--- src/rtl/pla_pkg.sv ---
// Shared literal-encoding constants and width helpers for the programmable AND-OR evaluator.
package pla_pkg;

  // Bit offsets of the two literals of input i inside an AND row (bit 2i + offset).
  localparam int unsigned LIT_TRUE = 0;
  localparam int unsigned LIT_COMP = 1;

  function automatic int unsigned cfg_width(input int unsigned n_in, input int unsigned n_terms);
    return (2 * n_in > n_terms) ? 2 * n_in : n_terms;
  endfunction

  function automatic int unsigned addr_width(input int unsigned n_terms, input int unsigned n_out);
    int unsigned rows;
    rows = n_terms + n_out;
    return (rows > 1) ? $clog2(rows) : 1;
  endfunction

endpackage

--- src/rtl/pla_pipe_eval_if.sv ---
// Config port plus input/output valid-ready streams of the pipelined AND-OR evaluator.
interface pla_pipe_eval_if import pla_pkg::*; #(
  parameter int unsigned N_IN    = 4,
  parameter int unsigned N_TERMS = 2,
  parameter int unsigned N_OUT   = 1
) ();

  localparam int unsigned CFG_W  = cfg_width(N_IN, N_TERMS);
  localparam int unsigned ADDR_W = addr_width(N_TERMS, N_OUT);

  logic              cfg_we;
  logic [ADDR_W-1:0] cfg_addr;
  logic [CFG_W-1:0]  cfg_wdata;
  logic              cfg_ready;
  logic              cfg_err;

  logic              in_valid;
  logic              in_ready;
  logic [N_IN-1:0]   in_data;

  logic              out_valid;
  logic              out_ready;
  logic [N_TERMS-1:0] out_terms;
  logic [N_OUT-1:0]  out_data;

  modport master (
    output cfg_we, cfg_addr, cfg_wdata, in_valid, in_data, out_ready,
    input  cfg_ready, cfg_err, in_ready, out_valid, out_terms, out_data
  );

  modport slave (
    input  cfg_we, cfg_addr, cfg_wdata, in_valid, in_data, out_ready,
    output cfg_ready, cfg_err, in_ready, out_valid, out_terms, out_data
  );

endinterface

--- src/rtl/pla_plane_comb.sv ---
// Purely combinational AND plane followed by OR plane.
module pla_plane_comb import pla_pkg::*; #(
  parameter int unsigned N_IN    = 4,
  parameter int unsigned N_TERMS = 2,
  parameter int unsigned N_OUT   = 1
) (
  input  logic [N_IN-1:0]                  x,
  input  logic [N_TERMS-1:0][2*N_IN-1:0]   and_plane,
  input  logic [N_OUT-1:0][N_TERMS-1:0]    or_plane,
  output logic [N_TERMS-1:0]               terms,
  output logic [N_OUT-1:0]                 outs
);

  always_comb begin
    terms = '0;
    outs  = '0;
    for (int unsigned t = 0; t < N_TERMS; t++) begin
      // Start true so an empty row yields 1; any violated literal clears it.
      terms[t] = 1'b1;
      for (int unsigned i = 0; i < N_IN; i++) begin
        if (and_plane[t][2*i+LIT_TRUE] && !x[i]) terms[t] = 1'b0;
        if (and_plane[t][2*i+LIT_COMP] &&  x[i]) terms[t] = 1'b0;
      end
    end
    for (int unsigned o = 0; o < N_OUT; o++) begin
      outs[o] = |(or_plane[o] & terms);
    end
  end

endmodule

--- src/rtl/pla_pipe_eval.sv ---
// Programmable two-level AND-OR evaluator with word-write config and a 2-stage valid/ready pipeline.
module pla_pipe_eval import pla_pkg::*; #(
  parameter int unsigned N_IN    = 4,
  parameter int unsigned N_TERMS = 2,
  parameter int unsigned N_OUT   = 1
) (
  input  logic          clk,
  input  logic          rst_n,
  pla_pipe_eval_if.slave bus
);

  logic [N_TERMS-1:0][2*N_IN-1:0] and_plane;
  logic [N_OUT-1:0][N_TERMS-1:0]  or_plane;

  logic               va;
  logic               vb;
  logic [N_IN-1:0]    a_data;
  logic [N_TERMS-1:0] b_terms;
  logic [N_OUT-1:0]   b_data;
  logic [N_TERMS-1:0] terms_c;
  logic [N_OUT-1:0]   data_c;
  logic               err_q;

  logic in_acc;
  logic b_adv;
  logic cfg_acc;
  logic addr_oor;

  always_comb begin
    b_adv    = va && (!vb || bus.out_ready);
    in_acc   = bus.in_valid && bus.in_ready;
    cfg_acc  = bus.cfg_we && bus.cfg_ready;
    addr_oor = 32'(bus.cfg_addr) >= N_TERMS + N_OUT;
  end

  assign bus.cfg_ready = !va && !vb;
  assign bus.in_ready  = !bus.cfg_we && (!va || !vb || bus.out_ready);
  assign bus.out_valid = vb;
  assign bus.out_terms = b_terms;
  assign bus.out_data  = b_data;
  assign bus.cfg_err   = err_q;

  // Writes only land with the pipeline empty, so stage B never sees a half-updated plane.
  always_ff @(posedge clk) begin
    if (!rst_n) begin
      and_plane <= '0;
      or_plane  <= '0;
      err_q     <= 1'b0;
    end else begin
      err_q <= cfg_acc && addr_oor;
      if (cfg_acc) begin
        for (int unsigned r = 0; r < N_TERMS; r++) begin
          if (32'(bus.cfg_addr) == r) and_plane[r] <= bus.cfg_wdata[2*N_IN-1:0];
        end
        for (int unsigned r = 0; r < N_OUT; r++) begin
          if (32'(bus.cfg_addr) == N_TERMS + r) or_plane[r] <= bus.cfg_wdata[N_TERMS-1:0];
        end
      end
    end
  end

  pla_plane_comb #(
    .N_IN    (N_IN),
    .N_TERMS (N_TERMS),
    .N_OUT   (N_OUT)
  ) u_planes (
    .x         (a_data),
    .and_plane (and_plane),
    .or_plane  (or_plane),
    .terms     (terms_c),
    .outs      (data_c)
  );

  always_ff @(posedge clk) begin
    if (!rst_n) begin
      va      <= 1'b0;
      vb      <= 1'b0;
      a_data  <= '0;
      b_terms <= '0;
      b_data  <= '0;
    end else begin
      if (in_acc) begin
        a_data <= bus.in_data;
        va     <= 1'b1;
      end else if (b_adv) begin
        va <= 1'b0;
      end

      if (b_adv) begin
        b_terms <= terms_c;
        b_data  <= data_c;
        vb      <= 1'b1;
      end else if (bus.out_ready) begin
        vb <= 1'b0;
      end
    end
  end

endmodule

--- src/flat_wrapper.sv ---
// flat-port wrapper written by rule: the top's interface ports become plain ports
module pla_pipe_eval_flat import pla_pkg::*;
#(
  parameter int unsigned N_IN    = 4,
  parameter int unsigned N_TERMS = 2,
  parameter int unsigned N_OUT   = 1
)
  (clk, rst_n, bus_cfg_we, bus_cfg_addr, bus_cfg_wdata, bus_in_valid, bus_in_data, bus_out_ready, bus_cfg_ready, bus_cfg_err, bus_in_ready, bus_out_valid, bus_out_terms, bus_out_data);
  pla_pipe_eval_if #(.N_IN(N_IN), .N_TERMS(N_TERMS), .N_OUT(N_OUT)) bus_i ();
  input  logic clk;
  input  logic rst_n;
  input wire logic [$bits(bus_i.cfg_we)-1:0] bus_cfg_we;
  input wire logic [$bits(bus_i.cfg_addr)-1:0] bus_cfg_addr;
  input wire logic [$bits(bus_i.cfg_wdata)-1:0] bus_cfg_wdata;
  input wire logic [$bits(bus_i.in_valid)-1:0] bus_in_valid;
  input wire logic [$bits(bus_i.in_data)-1:0] bus_in_data;
  input wire logic [$bits(bus_i.out_ready)-1:0] bus_out_ready;
  output wire logic [$bits(bus_i.cfg_ready)-1:0] bus_cfg_ready;
  output wire logic [$bits(bus_i.cfg_err)-1:0] bus_cfg_err;
  output wire logic [$bits(bus_i.in_ready)-1:0] bus_in_ready;
  output wire logic [$bits(bus_i.out_valid)-1:0] bus_out_valid;
  output wire logic [$bits(bus_i.out_terms)-1:0] bus_out_terms;
  output wire logic [$bits(bus_i.out_data)-1:0] bus_out_data;
  assign bus_i.cfg_we = bus_cfg_we;
  assign bus_i.cfg_addr = bus_cfg_addr;
  assign bus_i.cfg_wdata = bus_cfg_wdata;
  assign bus_i.in_valid = bus_in_valid;
  assign bus_i.in_data = bus_in_data;
  assign bus_i.out_ready = bus_out_ready;
  assign bus_cfg_ready = bus_i.cfg_ready;
  assign bus_cfg_err = bus_i.cfg_err;
  assign bus_in_ready = bus_i.in_ready;
  assign bus_out_valid = bus_i.out_valid;
  assign bus_out_terms = bus_i.out_terms;
  assign bus_out_data = bus_i.out_data;
  pla_pipe_eval #(.N_IN(N_IN), .N_TERMS(N_TERMS), .N_OUT(N_OUT)) u_core (.clk(clk), .rst_n(rst_n), .bus(bus_i));
endmodule
--- config.mk ---
export PLATFORM = sky130hd
export DESIGN_NAME = pla_pipe_eval_flat
export DESIGN_NICKNAME = d
export VERILOG_FILES = /design/src/rtl/pla_pkg.sv /design/src/rtl/pla_pipe_eval_if.sv /design/src/rtl/pla_plane_comb.sv /design/src/rtl/pla_pipe_eval.sv /design/src/flat_wrapper.sv
export SDC_FILE = /design/constraint.sdc
export NUM_CORES = 1
export LEC_CHECK = 0
export CAP_MARGIN = 40
export CORE_MARGIN = 5
export CORE_UTILIZATION = 49
export DETAILED_ROUTE_END_ITERATION = 7
export PLACE_DENSITY = 0.73
export REMOVE_ABC_BUFFERS = 1
export SETUP_SLACK_MARGIN = 0.05
export SYNTH_ARGS = -nofsm -noshare
export SYNTH_HDL_FRONTEND = slang
export SYNTH_SLANG_ARGS = --single-unit
--- constraint.sdc ---
create_clock -name clk -period 1.3 [get_ports clk]
set_input_delay 0.13 -clock clk [delete_from_list [all_inputs] [get_ports clk]]
set_output_delay 0.13 -clock clk [all_outputs]
set_load 0.01 [all_outputs]
==> out/results.txt, run 1 <==
CP Data Arrival Time: 1.54 ns
Crit end category: flop
Net Switching: 0.347 mW
Clk buf depth: 2
Register area: 564 um^2
Initial DRC Count: 25
Nets@finish: 166
Multi-input logic area: 621 um^2
Startpoint Class: flop
Number of buffers added on ports: 25
Compound-gate portion of the synthesized area: 0.0279
Sequential fraction of the synthesis area: 0.463
Adder and majority cell fraction of the synthesized area: 0
Starting Density: 0.503
Tot Pwr: 1.49 mW
Final period util: 1.01
CTS HTree Levels: 1
Yosys top cell by area: dfxtp_1
Inst Count DP: 169
Fin cells: 175
Max-Cap Viols: 0
#FFs+latches synth: 28
Fillers: 203
Netlist cell types: 21
Upper clock frequency limit: 761 MHz
Die Width: 59.7 um
Sequential cell fraction of total power: 0.610
Crit path kind: flop to flop
Combinational Power Share: 0.159
Maximum vdd drop: 704 uV
Grt ovf: 0
Inserted Diodes: 0
Gpl congestion: 0.807
Fin crit period: 1.31 ns
Number of routed nets with antenna violations: 0
GRT Overall Usage: 0.150
Critical Path RT: 1.53 ns
Synth async-reset ratio: 0
Worst slew pin tran: 0.209 ns
Final WL: 2.42 mm
Crit-path max FO: 4
Clock power share: 0.231
Post-synth top area share: 0.463
Post-synthesis cell area: 1210 um^2
Die Span Y: 59.7 um
Num CTS Buffers: 3
Place WS: -0.179 ns
RSZ-0062 raised after global routing: yes
CTS tree: yes
EDFF count, synth: 0
Post-Synth Simple-Gate Area: 0.217
Setup ws final: -0.0145 ns
Status: complete, but fails checks
Final Hold Fails: 0
Combinational family with the most area after synthesis: multiplexers
Layout area overhead: 32.3%
Cell area after layout: 1600 um^2
Ratio of cells with drive above 1 in the final layout: 0.172
DR vias: 887
CTS hold repair buffers: 0
Top_reg_cell synth: dfxtp_1
XOR/XNOR Fraction of Synth Area: 0
Switching part of the total: 0.232
Clock transition at the registers of the reported paths: 0.14 ns
Syn Inst Count: 109
Drc violations: 0
Initial antenna violation count: 0
Slew Viols, Final: 0
Placed Area: 1540 um^2
Root Buffer: clkbuf_4
Mux cell area share after synthesis: 0.264
Power Internal: 1.15 mW
Top post-synthesis cells by area: dfxtp_1, mux2i_1, nor2b_1
Worst skew pair latency: 0.31 ns
Drt via density: 5.07
TritonCTS sink count: 28
Slew margin rel.: 0.860
Hpwl dp: 1.86 mm
Worst Hold Class: primary input to flop
Die footprint: 3570 um^2
Largest net degree at the start of global routing: 16
Cell area power density: 933 nW/um^2
Failing checks: negative setup slack
Warnings from Yosys: 0
Avg Cell Area, Syn: 11.1 um^2
WL/cell: 13.8 um
CORE AREA: 2410 um^2
First-pass DRT Iterations: 4
Global-route wire length before repair: 4.04 mm
# rows: 18
Io pins: 26
Clock skew: 0.00296 ns
Final core utilization: 0.665
Vias in the first global route: 890
Final setup fails: 2
Leakage Power: 0.613 nW
[synth_stat cells (all sizes together), types with 2 or more instances]
master and count:
nor2b 25, nor2 2, nand2 3, dfxtp 28
buf 2, clkbuf 3, and4 2, mux2i 32
nand3b 2
[kinds of logic (layout without fill, tap and decap cells)]
logic type             Yosys count  after routing
and+or+nand+nor                 39             39
muxes                           32             32
DFF                             28             28
AOI/OAI and AO/OA                5              5
buffers and inverters            5             41
[stage by stage]
stage,hold slack [ns],TNS [ns]
2_1_floorplan,0.244,-0.609
3_3_place_gp,0.462,-2.80
3_5_place_dp,0.464,-3.22
4_1_cts,0.383,-0.346
5_1_grt,0.410,-1.37
6_report,0.390,-0.0264
[routing by layer]
layer,GRT usage,wire (um)
met5,0,0
met4,0.0380,12
met3,0.0346,165
met2,0.258,1160
met1,0.189,1080
[worst paths after layout]
kind	start	endpoint	slack, ns	depth (start not counted)
max	u_core.bus.out_valid	u_core.and_plane[3]	-0.01	6
min	bus_cfg_addr[1]	u_core.bus.cfg_err	0.39	3
max reg2reg	u_core.bus.out_valid	u_core.and_plane[3]	-0.01	6
min reg2reg	u_core.bus.out_data	u_core.bus.out_data	0.48	2
[power groups by stage]
| stage | Clock, mW | Sequential (mW) | Combinational (mW) |
|---|---|---|---|
| 5_1_grt | 0.398 | 0.918 | 0.258 |
| 3_3_place_gp | 0 | 0.929 | 0.225 |
| 6_report | 0.345 | 0.912 | 0.238 |
| 3_5_place_dp | 0 | 0.931 | 0.230 |
| 4_1_cts | 0.352 | 0.912 | 0.237 |
| 2_1_floorplan | 0 | 0.929 | 0.103 |
[layout make-up]
cell class | instances | area share
clock buffers | 3 | 0.0141
multi-input cells | 76 | 0.387
flip-flops and latches | 28 | 0.352
well taps | 30 | 0.0234
repair buffers | 38 | 0.223
[critical path, stage by stage, from the launching register on]
cell and delay (ns):
dfxtp_2 0.35, buf_6 0.11, nor2_4 0.09, and4bb_2 0.28
buf_6 0.14, mux2i_1 0.18, nor2b_1 0.07
[flip-flops by register name, indices dropped and copies added (netlist names)]
signal and cells:
u_core.or_plane 2, u_core.bus.out_terms 2, u_core.bus.out_data 1, u_core.and_plane 16, u_core.va 1, u_core.bus.out_valid 1, u_core.a_data 4, u_core.bus.cfg_err 1
[cells in the final DEF, fill, tap and decap left out]
cell	count
a21boi_0	1
a21oi_1	1
a22oi_1	1
and2b_2	1
and4_1	2
and4b_1	1
and4bb_2	1
buf_2	1
buf_4	7
buf_6	6
clkbuf_4	3
clkdlybuf4s50_1	18
dfxtp_1	25
dfxtp_2	3
dlygate4sd2_1	6
mux2i_1	32
nand2_1	3
nand3_1	1
nand3b_1	1
nand3b_2	1
nand4b_1	1
nor2_1	1
nor2_4	1
nor2b_1	24
nor2b_2	1
o21a_1	1
o22ai_1	1
[repair_timing]
action / in CTS / in global routing
gates resized for setup: 14 / 8
pin swaps: 0 / 1
endpoints found under the setup margin: 26 / 24
buffers inserted: 3 / 1
No activity file was read; power rests on OpenSTA's default activity.
==> inputs of run 2 (changes only) <==
--- a/config.mk
+++ b/config.mk
@@ -6,7 +6,7 @@
 export NUM_CORES = 1
 export LEC_CHECK = 0
 export CAP_MARGIN = 40
-export CORE_MARGIN = 5
+export CORE_MARGIN = 8
 export CORE_UTILIZATION = 49
 export DETAILED_ROUTE_END_ITERATION = 7
 export PLACE_DENSITY = 0.73
==> run 2 against run 1 <==
The flow now finishes without violations. Sequential share of layout area is 0.58 points lower. Cell area is 2.3% higher. Worst hold slack better by 0.025 ns. Die area is 21% higher. Largest power group unchanged. Combinational power is 3% higher. First-iteration DRC count is 40% lower. Clock power is 20% higher. Clock-buffer cell count is 1 higher. Routed wire length is 6.2% higher. Largest cell class unchanged.
==> out/results.txt, run 2 (synthesized netlist as in run 1, its figures left out) <==
Status: complete, no violations
R2R depth: 5 (-1)
Global-route wire length before repair: 4.39 mm (+8.5%)
Tot Pwr: 1.57 mW (+5.1%)
Initial antenna violation count: 0 (unchanged)
Final WL: 2.57 mm (+6.2%)
GRT Overall Usage: 0.125 (-0.0253)
Most frequent cells in the layout: mux2i_1, dfxtp_1, nor2b_1, clkdlybuf4s50_1, buf_4
Number of buffers added on ports: 25 (unchanged)
Clock skew: 0.0110 ns (+0.00801 ns)
Layout area overhead: 35.4%
Clk buf depth: 2 (unchanged)
Final setup fails: 0 (-2)
Slew Viols, Final: 0 (unchanged)
Max-Cap Viols: 0 (unchanged)
Crit end category: flop
Startpoint Class: flop
Nets@finish: 169 (+1.8%)
Gpl congestion: 0.709 (-12%)
Die Width: 65.7 um (+10%)
Number of cells on the critical path: 5 (-1)
TritonCTS sink count: 28 (unchanged)
Leakage Power: 0.634 nW (+3.4%)
Most flops, register: u_core.and_plane
CTS HTree Levels: 1 (unchanged)
Commonest non-fill, non-tap cell in the layout: mux2i_1
Initial DRC Count: 15 (-40%)
Slowest-stage cell, CP: dfxtp_4
CTS tree: yes
TNS Setup: 0 ns (+0.0264 ns)
Root Buffer: clkbuf_4
Final period util: 0.985 (-0.0264)
Vias in the first global route: 1008 (+13%)
Die footprint: 4320 um^2 (+21%)
Io pins: 26 (unchanged)
CP Data Arrival Time: 1.51 ns (-0.03 ns)
First-pass DRT Iterations: 4 (unchanged)
Drc violations: 0 (unchanged)
Top flop regs: u_core.and_plane: 16 flops, u_core.a_data: 4 flops
Crit path kind: flop to flop
Crit path buffers/inverters: 1 (-1)
Final Hold Fails: 0 (unchanged)
CORE AREA: 2410 um^2 (unchanged)
Hold_sp: bus_in_data[3]
Fin crit period: 1.28 ns (-0.0343 ns)
WL/cell: 14.3 um (+3.8%)
Crit-path max FO: 4 (unchanged)
Cell area power density: 957 nW/um^2 (+2.7%)
Grt ovf: 0 (unchanged)
# rows: 18 (unchanged)
Inserted Diodes: 0 (unchanged)
Worst slew pin tran: 0.190 ns (-0.0188 ns)
RSZ-0062 raised after global routing: yes
R2R Setup Slk: 0.02 ns (+0.03 ns)
Crit-path max cell delay: 0.39 ns (+0.04 ns)
Drt via density: 5.06 (-0.14%)
DR vias: 906 (+2.1%)
Worst R2R Start: u_core.bus.out_valid
Largest net degree at the start of global routing: 16 (unchanged)
Clock transition at the registers of the reported paths: 0.15 ns (about the same)
Starting Density: 0.503 (unchanged)
Maximum vdd drop: 899 uV (+28%)
Worst Hold Class: primary input to flop
Upper clock frequency limit: 781 MHz (+2.7%)
Critical Path RT: 1.53 ns (about the same)
Hold Path Depth: 3 (unchanged)
Reg2reg end: u_core.and_plane[15]
Number of routed nets with antenna violations: 0 (unchanged)
Ratio of cells with drive above 1 in the final layout: 0.195 (+0.0222)
Max reg flops: 16 (unchanged)
Worst Hold End: u_core.a_data[3]
Die Span Y: 65.7 um (+10%)
Worst skew pair latency: 0.32 ns (about the same)
Slew margin rel.: 0.869 (+0.00965)
Num CTS Buffers: 3 (unchanged)
Hpwl dp: 2.01 mm (+8.3%)
Top cell family by delay on the critical path: simple AND/OR/NAND/NOR gates
Critical-path cell list: nor2_4 > and4b_1 > buf_6 > mux2i_2 > nor2b_1
[run 2: worst max-delay path by stage]
stage / from / endpoint / slack [ns]
3_3_place_gp: bus_out_ready / bus_in_ready / -0.16
4_1_cts: u_core.va / u_core.and_plane[10] / 0.03
5_1_grt: u_core.bus.out_valid / u_core.and_plane[4] / -0.06
3_5_place_dp: bus_out_ready / bus_in_ready / -0.19
6_report: u_core.bus.out_valid / u_core.and_plane[15] / 0.02
2_1_floorplan: u_core.bus.out_valid / u_core.and_plane[0] / -0.04
[run 2: repair_timing]
item | 4_1_cts | 5_1_grt
setup buffers | 2 | 2
pin swaps | 1 | 2
resized for setup | 22 | 1
endpoints found under the setup margin | 26 | 22
hold endpoints to repair | 0 | 0
hold buffers | 0 | 0
[run 2: final cells by class]
type                            count  area (um^2)
Timing Repair Buffer               41          374
Multi-Input combinational cell     76          624
Sequential cell                    28          568
Tap cell                           30         37.5
Fill cell                         186          769
Clock buffer                        4         36.3
[run 2: stage by stage]
step	hold WS, ns	instance area (um^2)	worst slack (ns)	cells	utilization
finish	0.415	1640	0.0199	179	0.681
global route	0.421	1640	-0.0610	179	0.681
CTS	0.417	1620	0.0254	177	0.673
detailed placement	0.479	1560	-0.188	171	0.645
global placement	0.463	1560	-0.164	171	0.645
floorplan	0.244	1180	-0.0384	104	-
[run 2: power breakdown]
group          internal (mW)  total, mW  switching (mW)  leakage, nW
registers              0.887      0.909          0.0215        0.229
logic                  0.154      0.246          0.0923        0.384
clock network          0.171      0.415           0.244       0.0210
total                   1.21       1.57           0.358        0.634
[run 2: layer usage]
| metal | GRT usage | routed length, um | vias to the layer above |
|---|---|---|---|
| li1 | - | - | 463 |
| met1 | 0.143 | 1150 | 427 |
| met2 | 0.220 | 1290 | 16 |
| met3 | 0.0357 | 123 | 0 |
| met4 | 0.0327 | 0 | 0 |
| met5 | 0 | 0 | - |
[run 2: worst reg2reg max path, cell delays in order, from the launching register on]
cell     delay [ns]
dfxtp_4        0.39
nor2_4         0.12
and4b_1        0.26
buf_6          0.15
mux2i_2        0.22
nor2b_1        0.06
==> inputs of run 3 (changes only) <==
--- a/config.mk
+++ b/config.mk
@@ -7,9 +7,10 @@
 export LEC_CHECK = 0
 export CAP_MARGIN = 40
 export CORE_MARGIN = 8
-export CORE_UTILIZATION = 49
+export CORE_UTILIZATION = 50
 export DETAILED_ROUTE_END_ITERATION = 7
-export PLACE_DENSITY = 0.73
+export DONT_BUFFER_PORTS = 1
+export PLACE_DENSITY = 0.61
 export REMOVE_ABC_BUFFERS = 1
 export SETUP_SLACK_MARGIN = 0.05
 export SYNTH_ARGS = -nofsm -noshare
==> run 3 against run 2 <==
Cell count is 8.9% lower. Highest routed layer is now met4. Critical path depth is the same. Global-route usage is 0.088 points higher. Cell area is 5.9% lower. Largest cell class unchanged.
==> out/results.txt, run 3 (synthesized netlist as in run 1, its figures left out) <==
Combinational Power Share: 0.121 (-0.036)
Worst Hold Class: primary input to flop
Metal-1 WL: 1.15 mm (unchanged)
Placed Area: 1280 um^2 (-18%)
Most flops, register: u_core.and_plane
Startpoint Class: flop
Number of buffers added on ports: 0 (-100%)
Ratio of cells with drive above 1 in the final layout: 0.135 (-0.0593)
Drc violations: 0 (unchanged)
Leakage Power: 0.568 nW (-10%)
Critical Path RT: 1.53 ns (about the same)
Largest net degree at the start of global routing: 29 (+13)
RSZ-0062 raised after global routing: yes
Clock power share: 0.334 (+0.070)
Vias in the first global route: 915 (-9.2%)
Inserted Diodes: 0 (unchanged)
Slew margin rel.: 0.511 (-0.359)
CTS HTree Levels: 1 (unchanged)
Worst skew pair latency: 0.32 ns (about the same)
Power Internal: 1.33 mW (+9.4%)
Slew Viols, Final: 0 (unchanged)
Top Metal Used: met4
TNS Setup: 0 ns (unchanged)
Starting Density: 0.507 (+0.00474)
Net Switching: 0.352 mW (-1.5%)
Reg2reg end: u_core.and_plane[6]
Worst slew pin tran: 0.734 ns (+0.544 ns)
Tot Pwr: 1.68 mW (+6.9%)
Switching part of the total: 0.210 (-0.0179)
Num CTS Buffers: 3 (unchanged)
Nets@finish: 153 (-9.5%)
Root Buffer: clkbuf_4
Die Span Y: 65.2 um (-0.76%)
Initial DRC Count: 35 (+20)
Gpl congestion: 0.671 (-5.4%)
Upper clock frequency limit: 815 MHz (+4.3%)
Met2 wire length: 1.18 mm (-8.5%)
Crit path kind: flop to flop
Die Width: 65.2 um (-0.76%)
CTS tree: yes
Final setup fails: 0 (unchanged)
Max reg flops: 16 (unchanged)
Maximum vdd drop: 757 uV (-16%)
First-pass DRT Iterations: 2 (-2)
Hpwl dp: 1.76 mm (-12%)
Drt via density: 5.17 (+2.2%)
Global-route wire length before repair: 4.26 mm (-3.0%)
Layout area overhead: 27.4%
Hold_sp: bus_cfg_wdata[6]
CP Data Arrival Time: 1.46 ns (-0.05 ns)
Clock transition at the registers of the reported paths: 0.15 ns (about the same)
Crit-path max FO: 8 (+4)
Final core utilization: 0.646 (-0.0345)
Worst Hold End: u_core.and_plane[6]
Clock skew: 0.00783 ns (-0.00314 ns)
Fillers: 212 (+14%)
R2R Setup Slk: 0.07 ns (+0.05 ns)
Initial antenna violation count: 0 (unchanged)
Max-Cap Viols: 0 (unchanged)
Number of routed nets with antenna violations: 0 (unchanged)
Grt ovf: 0 (unchanged)
R2R depth: 5 (unchanged)
Cell area after layout: 1540 um^2 (-5.9%)
GRT Overall Usage: 0.126 (+0.000878)
Final period util: 0.944 (-0.0404)
TritonCTS sink count: 28 (unchanged)
CORE AREA: 2390 um^2 (-0.93%)
Commonest non-fill, non-tap cell in the layout: mux2i_1
Status: complete, no violations
Sequential cell fraction of total power: 0.545 (-0.034)
DR vias: 843 (-7.0%)
Io pins: 26 (unchanged)
Cell area power density: 1090 nW/um^2 (+14%)
# rows: 18 (unchanged)
Crit end category: flop
Most frequent cells in the layout: mux2i_1, dfxtp_1, nor2b_1, dlygate4sd3_1, buf_4
Hold Path Depth: 2 (-1)
Top flop regs: u_core.and_plane: 16 flops, u_core.a_data: 4 flops
Final Hold Fails: 0 (unchanged)
WL met3: 170 um (+38%)
Fin crit period: 1.23 ns (-0.0525 ns)
Final WL: 2.54 mm (-1.2%)
Die footprint: 4250 um^2 (-1.5%)
WL/cell: 15.6 um (+8.4%)
Worst setup path start: u_core.va
Worst R2R Start: u_core.va
Clk buf depth: 2 (unchanged)
## run 3: cell types whose count changed in the layout (fill, tap and decap cells not counted), moves of 4 or more
cell and change:
dlygate4sd3_1 +16, clkdlybuf4s50_1 -18, buf_4 -6, buf_6 -4, dlygate4sd2_1 -5
## run 3: metrics by stage
| stage | hold slack [ns] | std cells | worst slack (ns) |
|---|---|---|---|
| after floorplan | 0.244 | 104 | -0.0384 |
| after detailed placement | 0.256 | 139 | 0.0368 |
| after global placement | 0.249 | 139 | 0.0931 |
| after global routing | 0.00489 | 163 | -0.0143 |
| final | 0.0146 | 163 | 0.0724 |
| after CTS | -0.0294 | 160 | 0.0328 |
## run 3: worst max-delay path, stage by stage (launching register included)
cell	delay, ns
dfxtp_2	0.36
nor2_4	0.11
and4bb_1	0.25
buf_12	0.15
mux2i_1	0.19
nor2b_1	0.07
## run 3: power by group through the flow
stage | registers (mW) | clock network (mW) | logic [mW]
floorplan | 0.929 | 0 | 0.103
global placement | 0.932 | 0 | 0.136
detailed placement | 0.933 | 0 | 0.140
CTS | 0.915 | 0.582 | 0.197
global route | 0.920 | 0.615 | 0.222
finish | 0.915 | 0.561 | 0.203
## run 3: area by class of cell
class / count / area (um^2) / area share
Multi-Input combinational cell: 76 / 632 / 0.410
Sequential cell: 28 / 563 / 0.365
Timing Repair Buffer: 25 / 258 / 0.167
Tap cell: 30 / 37.5 / 0.0243
Clock inverter: 1 / 30.0 / 0.0195
Clock buffer: 3 / 22.5 / 0.0146
## run 3: worst max-delay path by stage
stage	end	depth (start not counted)
final	u_core.and_plane[6]	5
after global routing	u_core.and_plane[4]	5
after CTS	u_core.and_plane[6]	5
after detailed placement	u_core.bus.out_terms[0]	4
after global placement	u_core.a_data[0]	5
after floorplan	u_core.and_plane[0]	4
## run 3: metal layers
| layer | vias to the layer above | global-route usage |
|---|---|---|
| li1 | 425 | - |
| met4 | 0 | 0.0572 |
| met3 | 4 | 0.0357 |
| met2 | 19 | 0.197 |
| met5 | - | 0 |
| met1 | 395 | 0.156 |
## run 3: what timing repair did
| item | CTS | global route |
|---|---|---|
| hold buffers | 16 | 1 |
| hold endpoints to repair | 28 | 1 |
| gates resized for setup | 4 | 2 |
| pin swaps | 1 | 3 |
| buffers inserted | 1 | 2 |
| setup endpoints to repair | 5 | 23 |
| gates cloned | 0 | 0 |
